[src/rtl/axi4lite_manager.sv]
// Single-outstanding AXI4-Lite manager: converts a valid/ready command stream into
// one AXI4-Lite read or write at a time and returns the result on a response stream.
`timescale 1ns/1ps
module axi4lite_manager #(
  parameter int unsigned addrWidth        = 32,
  parameter int unsigned dataWidth        = 32,
  parameter int unsigned writeStrobeWidth = 4
) (
  input  logic                        clk,
  input  logic                        reset_n,
  input  logic                        cmd_valid,
  output logic                        cmd_ready,
  input  logic                        cmd_write,
  input  logic [addrWidth-1:0]        cmd_addr,
  input  logic [dataWidth-1:0]        cmd_wdata,
  input  logic [writeStrobeWidth-1:0] cmd_wstrb,
  output logic                        rsp_valid,
  input  logic                        rsp_ready,
  output logic                        rsp_write,
  output logic [dataWidth-1:0]        rsp_rdata,
  output logic [1:0]                  rsp_resp,
  output logic                        busy,
  output logic                        i_awvalid,
  input  logic                        i_awready,
  output logic [addrWidth-1:0]        i_awaddr,
  output logic [2:0]                  i_awprot,
  output logic                        i_wvalid,
  input  logic                        i_wready,
  output logic [dataWidth-1:0]        i_wdata,
  output logic [writeStrobeWidth-1:0] i_wstrb,
  input  logic                        i_bvalid,
  output logic                        i_bready,
  input  logic [1:0]                  i_bresp,
  output logic                        i_arvalid,
  input  logic                        i_arready,
  output logic [addrWidth-1:0]        i_araddr,
  output logic [2:0]                  i_arprot,
  input  logic                        i_rvalid,
  output logic                        i_rready,
  input  logic [dataWidth-1:0]        i_rdata,
  input  logic [1:0]                  i_rresp
);

  localparam logic [5:0] S_IDLE = 6'b000001;
  localparam logic [5:0] S_WR   = 6'b000010;
  localparam logic [5:0] S_WB   = 6'b000100;
  localparam logic [5:0] S_RA   = 6'b001000;
  localparam logic [5:0] S_RR   = 6'b010000;
  localparam logic [5:0] S_RSP  = 6'b100000;

  logic [5:0]                  state_q, state_d;
  logic [addrWidth-1:0]        addr_q, addr_d;
  logic [dataWidth-1:0]        wdata_q, wdata_d;
  logic [writeStrobeWidth-1:0] wstrb_q, wstrb_d;
  logic                        write_q, write_d;
  logic [dataWidth-1:0]        rdata_q, rdata_d;
  logic [1:0]                  resp_q, resp_d;
  logic                        aw_valid_q, aw_valid_d;
  logic                        w_valid_q, w_valid_d;
  logic                        ar_valid_q, ar_valid_d;
  logic                        aw_done_q, aw_done_d;
  logic                        w_done_q, w_done_d;
  logic                        aw_hs, w_hs;

  assign aw_hs = aw_valid_q & i_awready;
  assign w_hs  = w_valid_q & i_wready;

  // State and capture registers
  always_ff @(posedge clk or negedge reset_n) begin
    if (!reset_n) begin
      state_q    <= S_IDLE;
      addr_q     <= '0;
      wdata_q    <= '0;
      wstrb_q    <= '0;
      write_q    <= 1'b0;
      rdata_q    <= '0;
      resp_q     <= 2'b00;
      aw_valid_q <= 1'b0;
      w_valid_q  <= 1'b0;
      ar_valid_q <= 1'b0;
      aw_done_q  <= 1'b0;
      w_done_q   <= 1'b0;
    end else begin
      state_q    <= state_d;
      addr_q     <= addr_d;
      wdata_q    <= wdata_d;
      wstrb_q    <= wstrb_d;
      write_q    <= write_d;
      rdata_q    <= rdata_d;
      resp_q     <= resp_d;
      aw_valid_q <= aw_valid_d;
      w_valid_q  <= w_valid_d;
      ar_valid_q <= ar_valid_d;
      aw_done_q  <= aw_done_d;
      w_done_q   <= w_done_d;
    end
  end

  // Next-state and next-register logic
  always_comb begin
    state_d    = state_q;
    addr_d     = addr_q;
    wdata_d    = wdata_q;
    wstrb_d    = wstrb_q;
    write_d    = write_q;
    rdata_d    = rdata_q;
    resp_d     = resp_q;
    aw_valid_d = aw_valid_q;
    w_valid_d  = w_valid_q;
    ar_valid_d = ar_valid_q;
    aw_done_d  = aw_done_q;
    w_done_d   = w_done_q;
    case (state_q)
      S_IDLE: begin
        if (cmd_valid) begin
          addr_d  = cmd_addr;
          wdata_d = cmd_wdata;
          wstrb_d = cmd_wstrb;
          write_d = cmd_write;
          if (cmd_write) begin
            aw_valid_d = 1'b1;
            w_valid_d  = 1'b1;
            aw_done_d  = 1'b0;
            w_done_d   = 1'b0;
            state_d    = S_WR;
          end else begin
            ar_valid_d = 1'b1;
            state_d    = S_RA;
          end
        end
      end
      S_WR: begin
        if (aw_hs) begin
          aw_valid_d = 1'b0;
          aw_done_d  = 1'b1;
        end
        if (w_hs) begin
          w_valid_d = 1'b0;
          w_done_d  = 1'b1;
        end
        if ((aw_done_q | aw_hs) & (w_done_q | w_hs)) state_d = S_WB;
      end
      S_WB: begin
        if (i_bvalid) begin
          resp_d  = i_bresp;
          rdata_d = '0;
          write_d = 1'b1;
          state_d = S_RSP;
        end
      end
      S_RA: begin
        if (i_arready) begin
          ar_valid_d = 1'b0;
          state_d    = S_RR;
        end
      end
      S_RR: begin
        if (i_rvalid) begin
          rdata_d = i_rdata;
          resp_d  = i_rresp;
          write_d = 1'b0;
          state_d = S_RSP;
        end
      end
      S_RSP: begin
        if (rsp_ready) state_d = S_IDLE;
      end
      default: state_d = S_IDLE;
    endcase
  end

  // Readies and status are decoded from the one-hot state register
  assign cmd_ready = (state_q == S_IDLE);
  assign busy      = (state_q != S_IDLE);
  assign rsp_valid = (state_q == S_RSP);
  assign i_bready  = (state_q == S_WB);
  assign i_rready  = (state_q == S_RR);

  assign rsp_write = write_q;
  assign rsp_rdata = rdata_q;
  assign rsp_resp  = resp_q;

  assign i_awvalid = aw_valid_q;
  assign i_awaddr  = addr_q;
  assign i_awprot  = 3'b000;
  assign i_wvalid  = w_valid_q;
  assign i_wdata   = wdata_q;
  assign i_wstrb   = wstrb_q;
  assign i_arvalid = ar_valid_q;
  assign i_araddr  = addr_q;
  assign i_arprot  = 3'b000;

endmodule

[config.mk]
export PLATFORM = sky130hd
export DESIGN_NAME = axi4lite_manager
export DESIGN_NICKNAME = d
export VERILOG_FILES = /design/src/rtl/axi4lite_manager.sv
export SDC_FILE = /design/constraint.sdc
export NUM_CORES = 1
export LEC_CHECK = 0
export CORE_UTILIZATION = 37
export DETAILED_ROUTE_END_ITERATION = 16
export PLACE_DENSITY = 0.88
export SYNTH_ARGS = -nofsm -noshare
export SYNTH_HDL_FRONTEND = slang
export SYNTH_SLANG_ARGS = --single-unit
[constraint.sdc]
create_clock -name clk -period 4.95 [get_ports clk]
set_input_delay 0.495 -clock clk [delete_from_list [all_inputs] [get_ports clk]]
set_output_delay 0.495 -clock clk [all_outputs]
set_load 0.03 [all_outputs]
== After elaboration in Yosys (flattened, before gate mapping) ==
Cells that the tools add are included.

* Bits in registers: 114
* Input port bits: 114
* Output and inout port bits: 149
* Logic and storage cells: 79

* Eq/ne operators: 17
* Muxes and demuxes: 34
* Bitwise operators: 5
* Reductions and logical operators: 11

{| class="wikitable"
|+ Operator list
! cell !! number
|-
| 32-bit 2-to-1 mux || 2
|-
| 32-bit case mux with 2 select lines || 1
|-
| 6-bit 2-to-1 mux || 6
|-
| 6-bit case mux with 6 select lines || 1
|-
| 2-bit inequality test (second input constant) || 8
|-
| 4-bit AND reduction || 4
|-
| 1-bit 2-to-1 mux || 14
|-
| 1-bit case mux with 2 select lines || 5
|-
| 6-bit by 1-bit == test with 1-bit output (second input constant) || 1
|-
| 6-bit by 2-bit == test with 1-bit output (second input constant) || 1
|-
| 6-bit by 3-bit == test with 1-bit output (second input constant) || 1
|-
| 6-bit by 4-bit == test with 1-bit output (second input constant) || 1
|-
| 6-bit by 5-bit == test with 1-bit output (second input constant) || 1
|-
| 6-bit == test (second input constant) || 1
|-
| 6-bit by 1-bit inequality test with 1-bit output (second input constant) || 1
|-
| 6-bit AND reduction || 1
|-
| 2-bit nonzero test || 3
|-
| 2-bit 2-to-1 mux || 2
|-
| 4-bit 2-to-1 mux || 1
|-
| 2-bit by 1-bit inequality test with 1-bit output (second input constant) || 2
|-
| 2-bit case mux with 2 select lines || 1
|-
| 1-bit bitwise AND || 3
|-
| 1-bit case mux with 3 select lines || 1
|-
| 3-bit AND reduction || 1
|-
| 3 further kinds || 4
|}

== Longest topological paths before layout ==
* Word-level depth: 5
* Gate-level depth with buffers: 8
* Depth with buffers taken out: 5

== Worst setup path before layout ==
No wires, ideal clock.

* Kind: reg2out
* Start: reg state_q[2]
* End: out cmd_ready
* Data arrival time: 1.463 ns
* Required time: 4.455 ns
* Setup slack: 2.992 ns
* Stages on the path, launching flop included: 4
* Path buffers: 0
* Cell sequence: dfrtp_1 -> nor3_1 -> nand3_1 -> inv_1

* Longest elaborated chain between the ends: 1

{| class="wikitable"
|+ RTL lines
! element !! RTL line !! source
|-
| start: declaration || 51 || <nowiki>logic [5:0] state_q, state_d;</nowiki>
|-
| start signal: assignment || 84 || <nowiki>state_q <= state_d;</nowiki>
|-
| 6-bit by 1-bit == test with 1-bit output || 173 || <nowiki>assign cmd_ready = (state_q == S_IDLE);</nowiki>
|-
| end: declaration || 12 || <nowiki>output logic cmd_ready,</nowiki>
|}

No other way between the ends.

== Worst setup path after layout ==
* Start: reg state_q[3]
* End: out cmd_ready

The elaborated chain is that of the path after synthesis.

==> results_dict.tcl <==
set metrics [dict create \
    stdcell_count 739 \
    core_um2 12200 \
    grt_max_degree 71 \
    dp_cells 707 \
    end_kind "output port" \
    power.leakage_nw 3.31 \
    critPathKind "register to output port" \
    antenna_found_initial 0 \
    cts_tree "yes" \
    via_count 3567 \
    syn_inst 331 \
    cp.required_ps 4450 \
    syn_to_final_growth_pct 64.6 \
    numPortBuffers 256 \
    worst_pin_slew_ps 1190 \
    hold_viol_final 0 \
    final_util 0.636 \
    initial_core_util 0.386 \
    synth_top_area_share 0.599 \
    dpl-instance-area_um2 7110 \
    outcome "finished, final reports clean" \
    cellPowerDensity_nw_per_um2 774 \
    hold-worst-slack_ps 130 \
    wl_per_cell_um 17.1 \
    drt_iter0_drc 164 \
    setup_tns_ps 0 \
    clk_latency_ps 410 \
    critPathSlowestCell "clkdlybuf4s50_1" \
    path_cells "nor3_1, nand3_1, inv_1, clkdlybuf4s50_1" \
    cts_buffer_depth 2 \
    crit_arrival_ps 2430 \
    yosys_warnings 0 \
    drc 0 \
    cts_setup_buffers 0 \
    ant_nets 0 \
    fin_nets 672 \
    h-tree-depth 4 \
    clock-sinks 114 \
    timing.final.max_slew_violations 0 \
    vdd_ir_drop_max_v 0.000496 \
    regToRegSetupSlack_ps 2430 \
    crit_path_max_fanout 6 \
    rsz0062_at_grt "no" \
    ios 263 \
    finalCritPeriodShare 0.592 \
    hold_buffers 0 \
    clk_pin_slew_ps 60 \
    synth.top_cells.by_count "dfrtp_1, mux2_2, buf_4, a22o_1" \
    ctsResizeCount 0 \
    cts_buffers 17 \
    drt_pass1_iterations 4 \
    synth_area_um2 4720 \
    ys_seq_elements 114 \
    routabilityCongestion 0.865 \
    die_h_um 115 \
    hpwl_um 9270 \
    grt_first_pass_wirelength_um 19400 \
    rows 40 \
    synth_area_leaders "dfrtp_1, mux2_2, buf_4, a22o_1, buf_6" \
    first_global_vias 3661 \
    diodes 0 \
    r2r_cells 5 \
    path_buf_inv 2 \
    synth-edff-count 0 \
    start_kind "register" \
    max_freq_mhz 341 \
    globalRouteTotalUtil 0.197 \
    cts_root_buffer "clkbuf_16" \
    fin_skew_ps 8.95 \
    ys.flop_type "dfrtp_1" \
    timing.max_cap.violations 0 \
    setup_violations 0 \
    ys_seq_area_frac 0.605 \
    fin_crit_ps 2930 \
    synth_area_leader_cell "dfrtp_1" \
    drive_gt1_frac 0.191 \
    synth_area_per_cell_um2 14.3 \
    r2r_end "rsp_rdata[2]" \
    worst_path_largest_cell_delay_ps 690 \
    yosysMostFrequentCell "dfrtp_1" \
    path_delay_family "buffers and inverters" \
    synth_cell_types 35 \
    viasPerCell 4.83 \
    die_x_um 115 \
    async_reset_ff_frac 1.00 \
    holdCritPathClass "input port to async pin" \
    maxSlewHeadroom 0.205 \
    routed_wl_um 12700 \
    fin_area_um2 7760 \
    dieArea_um2 13200 \
    r2r-start "state_q[2]" \
    overflow 0 \
]
-- how the worst max path moves through the flow --
stage | start | endpoint | slack (ps) | depth (start not counted)
after floorplan | state_q[2] | cmd_ready | 2990 | 3
after global routing | state_q[3] | cmd_ready | 1830 | 4
final | state_q[3] | cmd_ready | 2020 | 4
after global placement | cmd_valid | i_araddr[12] | 2630 | 4
after detailed placement | state_q[2] | cmd_ready | 2530 | 4
after CTS | state_q[2] | cmd_ready | 2030 | 4
-- worst reg2reg max path: cells and delay by family, from the launching register on --
family	cells	cell delay [ps]
flops	1	440
simple gates	3	1580
buf+inv	1	140
compound gates	1	280
-- cell type report --
cell class | instances | area, µm²
tap | 168 | 210
multi-input combinational | 162 | 1450
clock buffer | 23 | 478
sequential | 114 | 2850
inverter | 5 | 18.8
fill | 933 | 4450
clock inverter | 9 | 176
timing repair buffer | 258 | 2570
-- per-layer routing --
layer	up-vias	global-route usage	wire length (µm)
met4	0	0.0978	269
met1	1766	0.219	4780
li1	1599	-	-
met5	-	0	0
met3	25	0.0580	867
met2	177	0.345	6750
-- where the power goes --
| part | internal [W] | switching (W) |
|---|---|---|
| combinational | 0.00141 | 0.00167 |
| sequential | 0.00132 | 0.000260 |
| clock | 0.000932 | 0.000409 |
-- cell usage in the layout (no fill, tap or decap), types with 2 or more instances in the layout --
| master | count |
|---|---|
| a21oi_1 | 3 |
| a22o_1 | 34 |
| a31oi_1 | 2 |
| buf_4 | 3 |
| bufinv_16 | 5 |
| clkbuf_1 | 3 |
| clkbuf_16 | 17 |
| clkbuf_8 | 3 |
| clkdlybuf4s50_1 | 255 |
| clkinv_2 | 2 |
| conb_1 | 6 |
| dfrtp_1 | 113 |
| inv_1 | 4 |
| mux2_2 | 72 |
| nand2_1 | 3 |
| nand3_1 | 5 |
| nand3b_1 | 4 |
| nand4_1 | 2 |
| nor2_1 | 8 |
| nor4_2 | 2 |
| o21ai_0 | 4 |
| o22ai_1 | 3 |
-- state kept, by name, indices dropped and copies added (netlist names) --
name / cells
aw_done_q: 1
i_araddr: 32
i_arvalid: 1
i_awvalid: 1
i_wdata: 32
i_wstrb: 4
i_wvalid: 1
rsp_rdata: 32
rsp_resp: 2
rsp_write: 1
state_q: 6
w_done_q: 1
-- cells by family (layout without fill, tap and decap cells) --
| kind of cell | count (synthesis) | in the layout | synth area share |
|---|---|---|---|
| AO/OA/AOI/OAI | 52 | 52 | 0.0907 |
| XOR/XNOR | 1 | 1 | 0.00186 |
| buffers and inverters | 60 | 295 | 0.0912 |
| flip-flops | 114 | 114 | 0.605 |
| multiplexers | 72 | 72 | 0.172 |
| other | 1 | 6 | 0.000795 |
| AND/OR/NAND/NOR | 31 | 31 | 0.0387 |
-- per-stage QoR --
step / worst slack (ps) / total power, W
2_1_floorplan: 2990 / 0.00358
3_3_place_gp: 2630 / 0.00461
3_5_place_dp: 2530 / 0.00469
4_1_cts: 2030 / 0.00606
5_1_grt: 1830 / 0.00628
6_report: 2020 / 0.00601
(Power assumes the default switching activity.)
